===== config.mk =====
export PLATFORM = sky130hd
export DESIGN_NAME = exe_stage_wbq
export DESIGN_NICKNAME = d
export VERILOG_FILES = /design/src/rtl/exe_stage_wbq.sv
export SDC_FILE = /design/constraint.sdc
export NUM_CORES = 1
export LEC_CHECK = 0
export ABC_AREA = 1
export CAP_MARGIN = 20
export CORE_MARGIN = 2
export CORE_UTILIZATION = 46
export DETAILED_ROUTE_END_ITERATION = 16
export PLACE_DENSITY = 0.85
export SLEW_MARGIN = 20
export SYNTH_ARGS = -nofsm -noshare
export SYNTH_HDL_FRONTEND = slang
export SYNTH_SLANG_ARGS = --single-unit

===== constraint.sdc =====
create_clock -name clk -period 5.1 [get_ports clk]
set_input_delay 0.765 -clock clk [delete_from_list [all_inputs] [get_ports clk]]
set_output_delay 0.765 -clock clk [all_outputs]
set_load 0.02 [all_outputs]

===== src/rtl/exe_stage_wbq.sv =====
// RV32 execute stage: p1 register, WB_DEPTH-deep write-back queue with forwarding, branch resolution, LSU loads/stores.
// Optional macro EXE_MISALIGN_CHK_EN adds the misalign output and suppresses misaligned half/word accesses.
module exe_stage_wbq #(
    parameter int XLEN     = 32,
    parameter int WB_DEPTH = 3
) (
    input  logic            clk,
    input  logic            rstn,
    input  logic [XLEN-1:0] pc,
    input  logic [11:0]     i_cls,
    input  logic [4:0]      rs1_a,
    input  logic [4:0]      rs2_a_shamt,
    input  logic [4:0]      rd_a,
    input  logic [2:0]      funct3,
    input  logic [6:0]      funct7,
    input  logic [XLEN-1:0] imm,
    input  logic [XLEN-1:0] rf_rs1_o,
    input  logic [XLEN-1:0] rf_rs2_o,
    input  logic            flush0,
    output logic            stall,
    output logic            branch,
    output logic [XLEN-1:0] br_adr_i1,
    output logic [XLEN-1:0] br_adr_i2,
    output logic [3:0]      alu_op,
    output logic [XLEN-1:0] alu_i1,
    output logic [XLEN-1:0] alu_i2,
    input  logic [XLEN-1:0] alu_o,
    output logic            rf_rd_e,
    output logic [4:0]      rf_rd_a,
    output logic [XLEN-1:0] rf_rd_i,
    output logic [XLEN-1:0] lsu_a,
    output logic [3:0]      lsu_we,
    output logic [XLEN-1:0] lsu_wd,
    output logic [3:0]      lsu_re,
    input  logic            lsu_vld,
    input  logic [XLEN-1:0] lsu_rd
`ifdef EXE_MISALIGN_CHK_EN
    ,
    output logic            misalign
`endif
);
    typedef enum logic {S_IDLE = 1'b0, S_WAIT = 1'b1} ld_state_e;

    function automatic logic [3:0] lane_mask(input logic [1:0] size, input logic [1:0] a);
        logic [3:0] m;
        case (size)
            2'b00:   m = 4'b0001 << a;
            2'b01:   m = 4'b0011 << a;
            2'b10:   m = 4'b1111;
            default: m = 4'b0000;
        endcase
        return m;
    endfunction

    function automatic logic [XLEN-1:0] store_data(input logic [1:0] size, input logic [XLEN-1:0] d);
        logic [XLEN-1:0] r;
        case (size)
            2'b00:   r = {4{d[7:0]}};
            2'b01:   r = {2{d[15:0]}};
            default: r = d;
        endcase
        return r;
    endfunction

    function automatic logic [XLEN-1:0] load_ext(input logic [2:0] f3, input logic [1:0] a, input logic [XLEN-1:0] w);
        logic [XLEN-1:0] sh;
        logic [XLEN-1:0] r;
        sh = w >> {a, 3'b000};
        case (f3)
            3'b000:  r = {{(XLEN-8){sh[7]}}, sh[7:0]};
            3'b001:  r = {{(XLEN-16){sh[15]}}, sh[15:0]};
            3'b100:  r = {{(XLEN-8){1'b0}}, sh[7:0]};
            3'b101:  r = {{(XLEN-16){1'b0}}, sh[15:0]};
            default: r = w;
        endcase
        return r;
    endfunction

    logic [XLEN-1:0] p1_pc_r, p1_imm_r, p1_rs1_d_r, p1_rs2_d_r;
    logic [11:0]     p1_cls_r;
    logic [4:0]      p1_rs1_a_r, p1_rs2_a_r, p1_rd_r;
    logic [2:0]      p1_f3_r;
    logic            p1_alt_r;
    ld_state_e       state_r;

    logic            q_we_r   [WB_DEPTH];
    logic [4:0]      q_rd_r   [WB_DEPTH];
    logic [XLEN-1:0] q_data_r [WB_DEPTH];

    logic [XLEN-1:0] fwd1_s, fwd2_s, ld_data_s;
    logic            lui_s, auipc_s, jal_s, jalr_s, b_s, ld_s, st_s, alui_s, alu_s;
    logic            push_s, ld_done_s, mis_s, cond_s;
    logic [3:0]      mask_s;
    logic            unused_s;

    assign lui_s   = p1_cls_r[0];
    assign auipc_s = p1_cls_r[1];
    assign jal_s   = p1_cls_r[2];
    assign jalr_s  = p1_cls_r[3];
    assign b_s     = p1_cls_r[4];
    assign ld_s    = p1_cls_r[5];
    assign st_s    = p1_cls_r[6];
    assign alui_s  = p1_cls_r[7];
    assign alu_s   = p1_cls_r[8];
    assign unused_s = ^{funct7[6], funct7[4:0], p1_cls_r[11:9]};

    assign push_s    = (lui_s | auipc_s | jal_s | jalr_s | alui_s | alu_s) & (p1_rd_r != 5'd0);
    assign ld_done_s = (state_r == S_WAIT) & lsu_vld;
    assign ld_data_s = load_ext(p1_f3_r, lsu_a[1:0], lsu_rd);
    assign mask_s    = lane_mask(p1_f3_r[1:0], alu_o[1:0]);

`ifdef EXE_MISALIGN_CHK_EN
    assign mis_s = (ld_s | st_s) & (((p1_f3_r[1:0] == 2'b01) & alu_o[0]) |
                                    ((p1_f3_r[1:0] == 2'b10) & (alu_o[1:0] != 2'b00)));
`else
    assign mis_s = 1'b0;
`endif

    // In WAIT the stall follows lsu_vld so the cycle that returns data also advances the pipe.
    assign stall = (state_r == S_WAIT) ? ~lsu_vld : (ld_s & ~mis_s);

    assign rf_rd_e = q_we_r[WB_DEPTH-1] & ~stall;
    assign rf_rd_a = q_rd_r[WB_DEPTH-1];
    assign rf_rd_i = q_data_r[WB_DEPTH-1];

    // Operand forwarding: scan oldest to youngest so entry 0 wins.
    always_comb begin
        fwd1_s = p1_rs1_d_r;
        fwd2_s = p1_rs2_d_r;
        for (int i = WB_DEPTH - 1; i >= 0; i--) begin
            if (q_we_r[i] && (q_rd_r[i] == p1_rs1_a_r)) fwd1_s = q_data_r[i];
            else fwd1_s = fwd1_s;
            if (q_we_r[i] && (q_rd_r[i] == p1_rs2_a_r)) fwd2_s = q_data_r[i];
            else fwd2_s = fwd2_s;
        end
    end

    // ALU operand and opcode selection.
    always_comb begin
        alu_op[2:0] = (lui_s | auipc_s | jal_s | jalr_s | ld_s | st_s) ? 3'b000 : p1_f3_r;
        alu_op[3]   = (alu_s | (alui_s & (p1_f3_r == 3'b101))) ? p1_alt_r : 1'b0;
        alu_i1      = lui_s ? {XLEN{1'b0}} : ((auipc_s | jal_s | jalr_s) ? p1_pc_r : fwd1_s);
        if (lui_s | auipc_s | ld_s | st_s)            alu_i2 = p1_imm_r;
        else if (jal_s | jalr_s)                      alu_i2 = {{(XLEN-3){1'b0}}, 3'd4};
        else if (alui_s & (p1_f3_r[1:0] == 2'b01))    alu_i2 = {{(XLEN-5){1'b0}}, p1_rs2_a_r};
        else if (alui_s)                              alu_i2 = p1_imm_r;
        else                                          alu_i2 = fwd2_s;
    end

    // Branch condition and target adder operands.
    always_comb begin
        case (p1_f3_r)
            3'b000:  cond_s = (fwd1_s == fwd2_s);
            3'b001:  cond_s = (fwd1_s != fwd2_s);
            3'b100:  cond_s = ($signed(fwd1_s) <  $signed(fwd2_s));
            3'b101:  cond_s = ($signed(fwd1_s) >= $signed(fwd2_s));
            3'b110:  cond_s = (fwd1_s <  fwd2_s);
            3'b111:  cond_s = (fwd1_s >= fwd2_s);
            default: cond_s = 1'b0;
        endcase
        branch    = jal_s | jalr_s | (b_s & cond_s);
        br_adr_i1 = jalr_s ? fwd1_s : p1_pc_r;
        br_adr_i2 = p1_imm_r;
    end

    // p1 pipeline register; flush0 kills the class bits even while stalled.
    always_ff @(posedge clk or negedge rstn) begin
        if (!rstn) begin
            p1_cls_r   <= 12'd0;
            p1_pc_r    <= {XLEN{1'b0}};
            p1_imm_r   <= {XLEN{1'b0}};
            p1_rs1_d_r <= {XLEN{1'b0}};
            p1_rs2_d_r <= {XLEN{1'b0}};
            p1_rs1_a_r <= 5'd0;
            p1_rs2_a_r <= 5'd0;
            p1_rd_r    <= 5'd0;
            p1_f3_r    <= 3'd0;
            p1_alt_r   <= 1'b0;
        end else begin
            if (flush0)      p1_cls_r <= 12'd0;
            else if (!stall) p1_cls_r <= i_cls;
            if (!stall) begin
                p1_pc_r    <= pc;
                p1_imm_r   <= imm;
                p1_rs1_d_r <= rf_rs1_o;
                p1_rs2_d_r <= rf_rs2_o;
                p1_rs1_a_r <= rs1_a;
                p1_rs2_a_r <= rs2_a_shamt;
                p1_rd_r    <= rd_a;
                p1_f3_r    <= funct3;
                p1_alt_r   <= funct7[5];
            end
        end
    end

    // Write-back queue: shifts whenever the pipe advances, entry 0 takes ALU or load result.
    always_ff @(posedge clk or negedge rstn) begin
        if (!rstn) begin
            for (int i = 0; i < WB_DEPTH; i++) begin
                q_we_r[i]   <= 1'b0;
                q_rd_r[i]   <= 5'd0;
                q_data_r[i] <= {XLEN{1'b0}};
            end
        end else if (!stall) begin
            q_we_r[0]   <= ld_done_s ? (p1_rd_r != 5'd0) : push_s;
            q_rd_r[0]   <= p1_rd_r;
            q_data_r[0] <= ld_done_s ? ld_data_s : alu_o;
            for (int i = 1; i < WB_DEPTH; i++) begin
                q_we_r[i]   <= q_we_r[i-1];
                q_rd_r[i]   <= q_rd_r[i-1];
                q_data_r[i] <= q_data_r[i-1];
            end
        end
    end

    // Load FSM and LSU request registers.
    always_ff @(posedge clk or negedge rstn) begin
        if (!rstn) begin
            state_r <= S_IDLE;
            lsu_a   <= {XLEN{1'b0}};
            lsu_we  <= 4'b0000;
            lsu_wd  <= {XLEN{1'b0}};
            lsu_re  <= 4'b0000;
`ifdef EXE_MISALIGN_CHK_EN
            misalign <= 1'b0;
`endif
        end else begin
            lsu_we <= 4'b0000;
`ifdef EXE_MISALIGN_CHK_EN
            misalign <= (state_r == S_IDLE) & mis_s;
`endif
            case (state_r)
                S_IDLE: begin
                    if (st_s) begin
                        lsu_a  <= alu_o;
                        lsu_wd <= store_data(p1_f3_r[1:0], fwd2_s);
                        lsu_we <= mis_s ? 4'b0000 : mask_s;
                    end else if (ld_s && !mis_s) begin
                        lsu_a   <= alu_o;
                        lsu_re  <= mask_s;
                        state_r <= S_WAIT;
                    end
                end
                S_WAIT: begin
                    if (lsu_vld) begin
                        lsu_re  <= 4'b0000;
                        state_r <= S_IDLE;
                    end
                end
                default: state_r <= S_IDLE;
            endcase
        end
    end
endmodule


[Word-level counts from Yosys, hierarchy flattened]
Index checks and enable logic that the tools add are counted.
Word-level totals
  input port bits: 233
  memories: 0
  RAM bits: 0
  bits in latches: 0
  bits in read-only memories: 0
  logic and storage cells: 122
  register bits after elaboration: 343
  output and inout port bits: 244
Cells by class
  shift-type cells: 3
  $mul: 0
  add/sub/neg operators: 0
  divide/modulo/power cells: 0
  bitwise logic cells: 23
  equal/unequal tests: 19
  order comparisons: 4
  mux-type cells: 36
  reduce and logical (&&, ||, !) cells: 13
Operators by type and width (number)
  32-bit two-way mux: 16
  32-bit case mux with 4 select lines: 1
  32-bit >= comparator: 2
  32-bit < comparator: 2
  32-bit case mux with 2 select lines: 1
  32-bit equality test: 1
  32-bit != test: 1
  32-bit by 5-bit right shift with 16-bit output: 1
  5-bit equality test: 6
  4-bit two-way mux: 5
  9-bit two-way mux: 2
  1-bit OR: 14
  3-bit equality test, second input constant: 4
  4-bit case mux with 3 select lines: 1
  2-bit != test, second input constant: 4
  4-bit case mux with 2 select lines: 1
  1-bit AND: 6
  1-bit logical AND: 6
  1-bit two-way mux: 6
  1-bit case mux with 6 select lines: 1
  5-bit nonzero test: 1
  2-bit AND reduction: 2
  1-bit by 2-bit << shifter with 4-bit output, first input constant: 1
  2-bit by 2-bit << shifter with 4-bit output, first input constant: 1
  other kinds (10): 12

[Longest topological paths before layout]
Gate-level depths: netlist (run 1).
  depth in word-level cells: 9
  gate-level depth with buffers: 29
  depth with buffers taken out: 28

[Worst setup path after synthesis (run 1)]
Ideal clock, no wire load.
  path kind: register -> output
  from: register p1_rs1_a_r[2]
  to: output port branch
  required time: 4335 ps
  data arrival time: 2885 ps
  path buffers: 1
  slack: 1450 ps
  stages on the path, launching flop included: 22
  cells stage by stage: dfrtp_1 > xnor2_1 > o221ai_1 > nor3_4 > buf_6 > nor2_1 > nand2_2 > nand2_2 > ha_1 > nand2_1 > nor2_1 > nand4_1 > nor2_1 > nand2_1 > nand2_1 > nand2_1 > inv_1 > nand2_1 > nor2_1 > nand3_1 > nand2_1 > nand2_1
Between the ends
  word-level cells in the longest chain between the ends: 9
  elaborated cells on any way between the ends: 18
  classes of those cells: order compare (4); eq/ne (5); mux (4); bitwise (2); reduce/logical (3)
Ends and longest elaborated chain
  from (decl): RTL line 81  | logic [4:0] p1_rs1_a_r, p1_rs2_a_r, p1_rd_r;
  from (signal assigned): RTL line 187  | p1_rs1_a_r <= rs1_a;
  5-bit equality test: RTL line 131  | if (q_we_r[i] && (q_rd_r[i] == p1_rs1_a_r)) fwd1_s = q_data_r[i];
  1-bit logical AND: RTL line 131
  32-bit two-way mux (2 in a row): RTL line 131
  32-bit two-way mux (*): RTL line 131
  32-bit >= comparator, or another cell as far along: RTL line 158  | 3'b111: cond_s = (fwd1_s >= fwd2_s);
  1-bit case mux with 6 select lines (*): RTL line 152  | case (p1_f3_r)
  1-bit AND (*): RTL line 161  | branch = jal_s | jalr_s | (b_s & cond_s);
  1-bit OR (*): RTL line 161
  to (decl): RTL line 21  | output logic branch,
Mark *: on every way between the ends. The rest lies on a longest branch, timed or not.

[Final worst setup path (run 1)]
  from: register p1_rs1_a_r[4]
  to: output port branch
The elaborated chain is that of the path after synthesis.

==> impl_metrics.py, run 1 <==
metrics = {
    "sta": {
        "skew_ns": 0.0228,
        "fin_crit_ns": 4.94,
        "max_slew_margin_pct": 32.0,
        "setup_tns_ns": 0,
        "worstMarginPinSlew_ns": 1.02,
        "fmax_ghz": 0.202,
        "finalMaxSlewViolations": 0,
        "finalCritPeriodShare_pct": 96.8,
        "setup_slack_ns": 0.161,
        "hold_violations": 0,
        "setup_viol": 0,
    },
    "route": {
        "dr.pass1.iters": 6,
        "drt-total-wl_um": 81600,
        "vias": 20700,
        "wl_met3_um": 7220,
        "avgRoutedWirePerCell_um": 22.5,
        "drt_iter0_markers": 2474,
        "drtAntennaViolNets": 0,
        "drt-met1-wl_um": 31700,
        "dr_wl_met2_um": 37900,
        "drc_errors": 0,
        "viasPerCell": 5.70,
        "dr.max_layer_used": "met4",
    },
    "clock_network": {
        "cts.sinks": 343,
        "cts-root-buf": "clkbuf_16",
        "numCtsBuffers": 40,
        "tritoncts": "built",
        "clk_path_buf_depth": 3,
        "insertion_delay_ns": 0.57,
        "htree_levels": 2,
        "clk_pin_slew_ns": 0.06,
    },
    "layout": {
        "regArea_sq_mm": 0.00859,
        "layout-drive-gt1-share_pct": 8.96,
        "fillers": 3669,
        "final_area_sq_mm": 0.0261,
        "multi_input_area_sq_mm": 0.00921,
        "fin_nets": 3316,
        "syn_to_final_growth_pct": 32.8,
        "fin_cells": 3621,
    },
    "critical_path": {
        "critPathKind": "flip-flop to output port",
        "critPathLaunchType": "flip-flop",
        "worstPathArrival_ns": 4.17,
        "cp-end-kind": "output port",
        "crit_required_ns": 4.34,
        "cp_max_fo": 64,
    },
    "logic_synthesis": {
        "synth_area_sq_mm": 0.0196,
        "synth_top_area_cell": "dfrtp_1",
        "synthAdderAreaFrac_pct": 2.04,
        "yosys.cell_types.count": 49,
        "synth_top_area_share_pct": 43.7,
        "yosys_most_used_dff": "dfrtp_1",
        "synth_top_family_by_area": "simple AND/OR/NAND/NOR gates",
        "yosysSeqAreaShare_pct": 43.7,
        "avgSynthCellArea_sq_um": 7.36,
        "synth_simple_gate_area_share_pct": 26.2,
        "synth_area_leaders": "dfrtp_1 (44%), nand2_1 (16%), o21ai_0 (7.2%)",
        "synth-compound-area-share_pct": 16.1,
        "synthCells": 2669,
        "muxShareOfSynthArea_pct": 1.72,
        "synth_edf_count": 0,
        "synth_warnings": 0,
        "syn_nets": 2934,
        "synth_common_cells": "nand2_1 (831), dfrtp_1 (343), o21ai_0 (283)",
        "synth-async-reset-ratio_pct": 100,
        "ys_ff_latch": 343,
        "synth.most_common_cell": "nand2_1",
        "synthXorXnorAreaFrac_pct": 0.357,
    },
    "pwr": {
        "p_leak_nw": 12.4,
        "powerDensity_mw_per_mm2": 617,
        "power_mw": 16.1,
        "power_frac_clock_pct": 18.6,
        "power_frac_comb_pct": 53.6,
        "switchingPower_mw": 7.45,
        "ir_worst_vdd_v": 0.000364,
        "seq_power_share_pct": 27.8,
        "swShare_pct": 46.3,
        "p_int_mw": 8.64,
    },
    "floorplanning": {
        "die_area_sq_mm": 0.0444,
        "die_h_um": 211,
        "die_w_um": 211,
        "row_count": 75,
        "initial_core_util_pct": 46.7,
        "ios": 477,
        "core_area_sq_mm": 0.0420,
    },
    "job": {
        "drv_cap": 0,
    },
    "grt": {
        "overflow": 0,
        "grt_pass1_wl_um": 123000,
        "grt_usage_pct": 36.5,
        "grt_max_degree": 186,
        "antenna_found_initial": 2,
        "first_global_vias": 20300,
    },
    "status": {
        "status": "completed",
    },
    "place": {
        "dpl_cell_area_sq_mm": 0.0245,
        "io_buffers": 467,
        "pre_cts_ws_ns": 0.236,
        "dp_cells": 3537,
        "dp_hpwl_um": 60000,
        "gp_congestion": 0.995,
    },
    "worst_hold_path": {
        "hold_path.class": "primary input to async pin",
    },
}
-- flip-flops by register name, summed over array words and instances (netlist names) --
name	count
p1_rd_r	5
lsu_a	32
p1_rs1_d_r	32
p1_rs2_a_r	5
q_data_r	64
p1_f3_r	3
rf_rd_i	32
br_adr_i2	32
p1_alt_r	1
lsu_re	4
p1_cls_r	9
rf_rd_a	5
p1_pc_r	32
q_rd_r	10
lsu_we	4
state_r	1
q_we_r	3
p1_rs2_d_r	32
p1_rs1_a_r	5
lsu_wd	32
-- cell families after synthesis --
family                     count (synthesis)
AOI/OAI and AO/OA                        569
DFF                                      343
and+or+nand+nor                         1248
adders and majority gates                 32
xor gates and xnor gates                   8
muxes                                     30
buffers and inverters                    439
-- path summary, 6_finish.rpt --
| path | startpoint | end | slack (ns) | cells after the start |
|---|---|---|---|---|
| setup / recovery | p1_rs1_a_r[4] | branch | 0.16 | 23 |
| hold / removal | rstn | lsu_a[16] | 0.21 | 1 |
| setup reg to reg | state_r | p1_pc_r[20] | 1.58 | 6 |
| hold reg to reg | lsu_wd[20] | lsu_wd[20] | 0.48 | 2 |
| max in group asynchronous | rstn | rf_rd_i[10] | 3.66 | 2 |
| min in group clk | lsu_wd[20] | lsu_wd[20] | 0.48 | 2 |
-- cell usage in the layout (no fill, tap or decap), drive strengths merged, types with 16 or more instances in the layout --
cell and count:
ha 32, o22ai 16, dfrtp 343, nand3 133
clkbuf 49, o211ai 25, nand3b 24, buf 65
clkdlybuf4s50 465, inv 250, nor2 194, nand2 880
o21ai 353, mux2 30, a21oi 125, a22oi 17
-- area by class of cell --
cell class | count | area share [%]
diodes | 2 | 0.0192
clock buffers | 49 | 4.28
clock inverters | 22 | 0.912
inverters | 248 | 3.61
multi-input cells | 1888 | 35.3
flip-flops and latches | 343 | 32.9
well taps | 539 | 2.59
repair buffers | 530 | 20.3
-- power by group through the flow --
| stage | registers, mW | clock network, mW | logic, mW |
|---|---|---|---|
| 2_1_floorplan | 4.63 | 0 | 4.54 |
| 3_3_place_gp | 4.42 | 0 | 8.16 |
| 3_5_place_dp | 4.46 | 0 | 8.29 |
| 4_1_cts | 4.44 | 3.03 | 8.46 |
| 5_1_grt | 4.56 | 3.13 | 9.25 |
| 6_report | 4.47 | 3.00 | 8.63 |
-- routing by layer --
layer	global-route usage [%]	vias to the layer above
met2	59.1	1181
met5	0	-
met4	19.0	0
li1	-	9349
met3	7.26	235
met1	46.6	9886
-- per-stage QoR --
stage          hold slack (ns)  util (%)
6_report                 0.209      62.0
2_1_floorplan            0.449         -
3_3_place_gp             0.465      58.2
3_5_place_dp             0.464      58.3
4_1_cts                  0.238      61.8
5_1_grt                  0.267      62.0
-- worst max-delay path: stages (launching register included) --
cell       delay [ns]
dfrtp_1          0.47
xor2_1           0.19
nor3_2           0.24
o2111ai_4        0.14
buf_12           0.23
nor2_1           0.12
nor2_1           0.06
nand2_2          0.09
nand2_2          0.07
ha_1             0.35
nand2_1          0.10
nor2_1           0.20
nand4_1          0.18
nor2_2           0.25
nand2_1          0.13
nand2_1          0.08
nand2_1          0.05
inv_1            0.05
nand2_1          0.05
nor2_1           0.11
nand3_1          0.09
nand2_1          0.06
nand2_1          0.08
buf_2            0.19
-- timing repair --
action / CTS / global route
resized for setup: 13 / 20
endpoints found under the setup margin: 1 / 1
buffers inserted: 5 / 4
cloned: 2 / 0
hold buffers: 0 / 0
pin swaps: 3 / 4
(Power assumes the default switching activity.)
==> inputs of run 2 (changes only) <==
- TNS_END_PERCENT: unset -> 1
==> results of run 2 <==
Same layout as run 1: the final DEF is identical, and so are final timing and power.
==> inputs of run 3 (changes only) <==
- CELL_PAD_IN_SITES_DETAIL_PLACEMENT: unset -> 0
- CELL_PAD_IN_SITES_GLOBAL_PLACEMENT: unset -> 1
- CORE_UTILIZATION: 46 -> 40
- CTS_BUF_LIST: unset -> sky130_fd_sc_hd__clkbuf_4
- PLACE_DENSITY: 0.85 -> 0.95
==> impl_metrics.py, run 3 (synthesized netlist as in run 1, its figures left out) <==
metrics = {
    "route": {
        "viasPerCell": 5.38,
        "drc_errors": 0,
        "avgRoutedWirePerCell_um": 22.0,
        "vias": 20600,
        "dr.pass1.iters": 6,
        "drt_iter0_markers": 2119,
        "drt-total-wl_um": 84300,
        "drtAntennaViolNets": 0,
    },
    "clock_network": {
        "cts.sinks": 343,
        "clk_path_buf_depth": 3,
        "insertion_delay_ns": 0.87,
        "cts-root-buf": "clkbuf_4",
        "clk_pin_slew_ns": 0.06,
        "htree_levels": 3,
        "tritoncts": "built",
        "numCtsBuffers": 98,
    },
    "layout": {
        "largest_reg_flops": 64,
        "regMostFlops": "q_data_r",
        "final_common_cell": "nand2_1",
        "final_area_sq_mm": 0.0267,
        "layout_common_cells": "nand2_1 (810), clkdlybuf4s50_1 (465), dfrtp_1 (336), o21ai_0 (281), inv_1 (230)",
        "syn_to_final_growth_pct": 35.9,
        "fin_nets": 3385,
        "layout-drive-gt1-share_pct": 13.1,
    },
    "critical_path": {
        "critPathLaunchType": "flip-flop",
        "cp_slowest_stage_delay_ns": 0.46,
        "cp_max_fo": 6,
        "worstPathArrival_ns": 4.32,
        "slowest_stage": "dfrtp_2",
        "cp_common_cell": "nand2_1",
        "path_cells": "xor2_1, a211oi_4, buf_12, nand2_4, nand2_1, nand3_1, nand2_1, nand2_1, ha_4, nand2_1, nor2_2, nand4_1, nor2_4, nand2_2, nand2_1, nand2_1, inv_1, nand2_1, nor2_1, nand3_1, nand2_1, nand2_1, buf_4",
        "crit_required_ns": 4.34,
        "cp-end-kind": "output port",
        "critPathKind": "flip-flop to output port",
    },
    "sta": {
        "worstMarginPinSlew_ns": 0.952,
        "setup_viol": 0,
        "fmax_ghz": 0.197,
        "max_slew_margin_pct": 35.8,
        "rsz0062_at_grt": "yes",
        "fin_crit_ns": 5.08,
        "finalCritPeriodShare_pct": 99.6,
        "finalMaxSlewViolations": 0,
        "hold_violations": 0,
        "holdWs_ns": 0.419,
        "skew_ns": 0.0485,
    },
    "floorplanning": {
        "ios": 477,
        "die_w_um": 226,
        "initial_core_util_pct": 40.4,
        "die_h_um": 226,
        "die_area_sq_mm": 0.0509,
        "row_count": 81,
        "core_area_sq_mm": 0.0486,
    },
    "status": {
        "status": "completed",
    },
    "grt": {
        "grt_max_degree": 206,
        "met2_usage_pct": 52.8,
        "grt_pass1_wl_um": 121000,
        "first_global_vias": 20000,
        "antenna_found_initial": 5,
        "grt_usage_pct": 32.0,
        "overflow": 0,
        "top_usage_layer": "met2",
        "grtUsageMet3_pct": 5.68,
        "use_met1_pct": 40.8,
    },
    "pwr": {
        "ir_worst_vdd_v": 0.000316,
        "powerDensity_mw_per_mm2": 607,
        "p_leak_nw": 12.7,
        "power_mw": 16.2,
    },
    "job": {
        "drv_cap": 0,
    },
    "place": {
        "io_buffers": 467,
        "dpl_cell_area_sq_mm": 0.0247,
        "gp_congestion": 0.948,
        "dp_hpwl_um": 60800,
    },
    "worst_hold_path": {
        "hold_path.class": "primary input to async pin",
    },
}
-- run 3: changes by cell type in the layout (fill, tap and decap cells not counted), sizes merged --
cell,change
nand2,+1
clkbuf,+104
clkinv,+10
dlygate4sd3,+1
bufinv,-1
clkinvlp,-5
nor2,+1
diode,+4
buf,+5
-- run 3: per-layer routing --
layer / vias up / part of all wire (%)
li1: 9577 / -
met3: 186 / 7.2
met5: - / 0
met4: 0 / 4.6
met2: 987 / 48
met1: 9823 / 41
-- run 3: power by group --
group / switching [mW] / internal, mW / leakage, nW
logic: 5.58 / 3.37 / 7.77
registers: 0.792 / 3.68 / 4.13
clock network: 1.27 / 1.49 / 0.786
-- run 3: final timing paths --
kind | start | to | slack, ns | depth (start not counted)
max | p1_rs2_a_r[2] | branch | 0.02 | 23
min | rstn | lsu_a[20] | 0.42 | 2
max reg2reg | state_r | p1_pc_r[4] | 1.32 | 7
min reg2reg | lsu_wd[16] | lsu_wd[16] | 0.48 | 2
max in group asynchronous | rstn | p1_rs2_d_r[15] | 3.49 | 3
min in group clk | rs1_a[2] | p1_rs1_a_r[2] | 0.44 | 3
-- run 3: worst max-delay path, delay by kind of cell (launching register included) --
kind                       cells  cell delay [ns]
AOI/OAI and AO/OA              1             0.26
xor gates and xnor gates       1             0.21
adders and majority gates      1             0.28
buffers and inverters          3             0.40
DFF                            1             0.46
and+or+nand+nor               17             1.84
-- run 3: timing repair --
action                                 4_1_cts  5_1_grt
hold buffers                                 1        0
gates cloned                                 3        6
pin swaps                                    8       20
resized for setup                           21       77
endpoints found under the hold margin       54        0
setup buffers                                4       11
setup endpoints to repair                   14       11
-- run 3: area by class of cell --
type	count	area (sq um)
inverter	248	948
tap	622	778
antenna	6	15.0
sequential	343	8590
clock inverter	26	190
multi-input combinational	1890	9480
clock buffer	150	1130
fill	4656	22000
timing repair buffer	539	5550
-- run 3: metrics by stage --
stage                     cells  setup WS (ns)  setup TNS [ns]  util [%]
after floorplan            2669           1.45               0         -
final                      3824         0.0193               0      54.8
after global routing       3823         -0.158          -0.158      54.8
after detailed placement   3617          0.287               0      50.7
after CTS                  3801         -0.166          -0.166      53.8
after global placement     3614          0.275               0      50.5
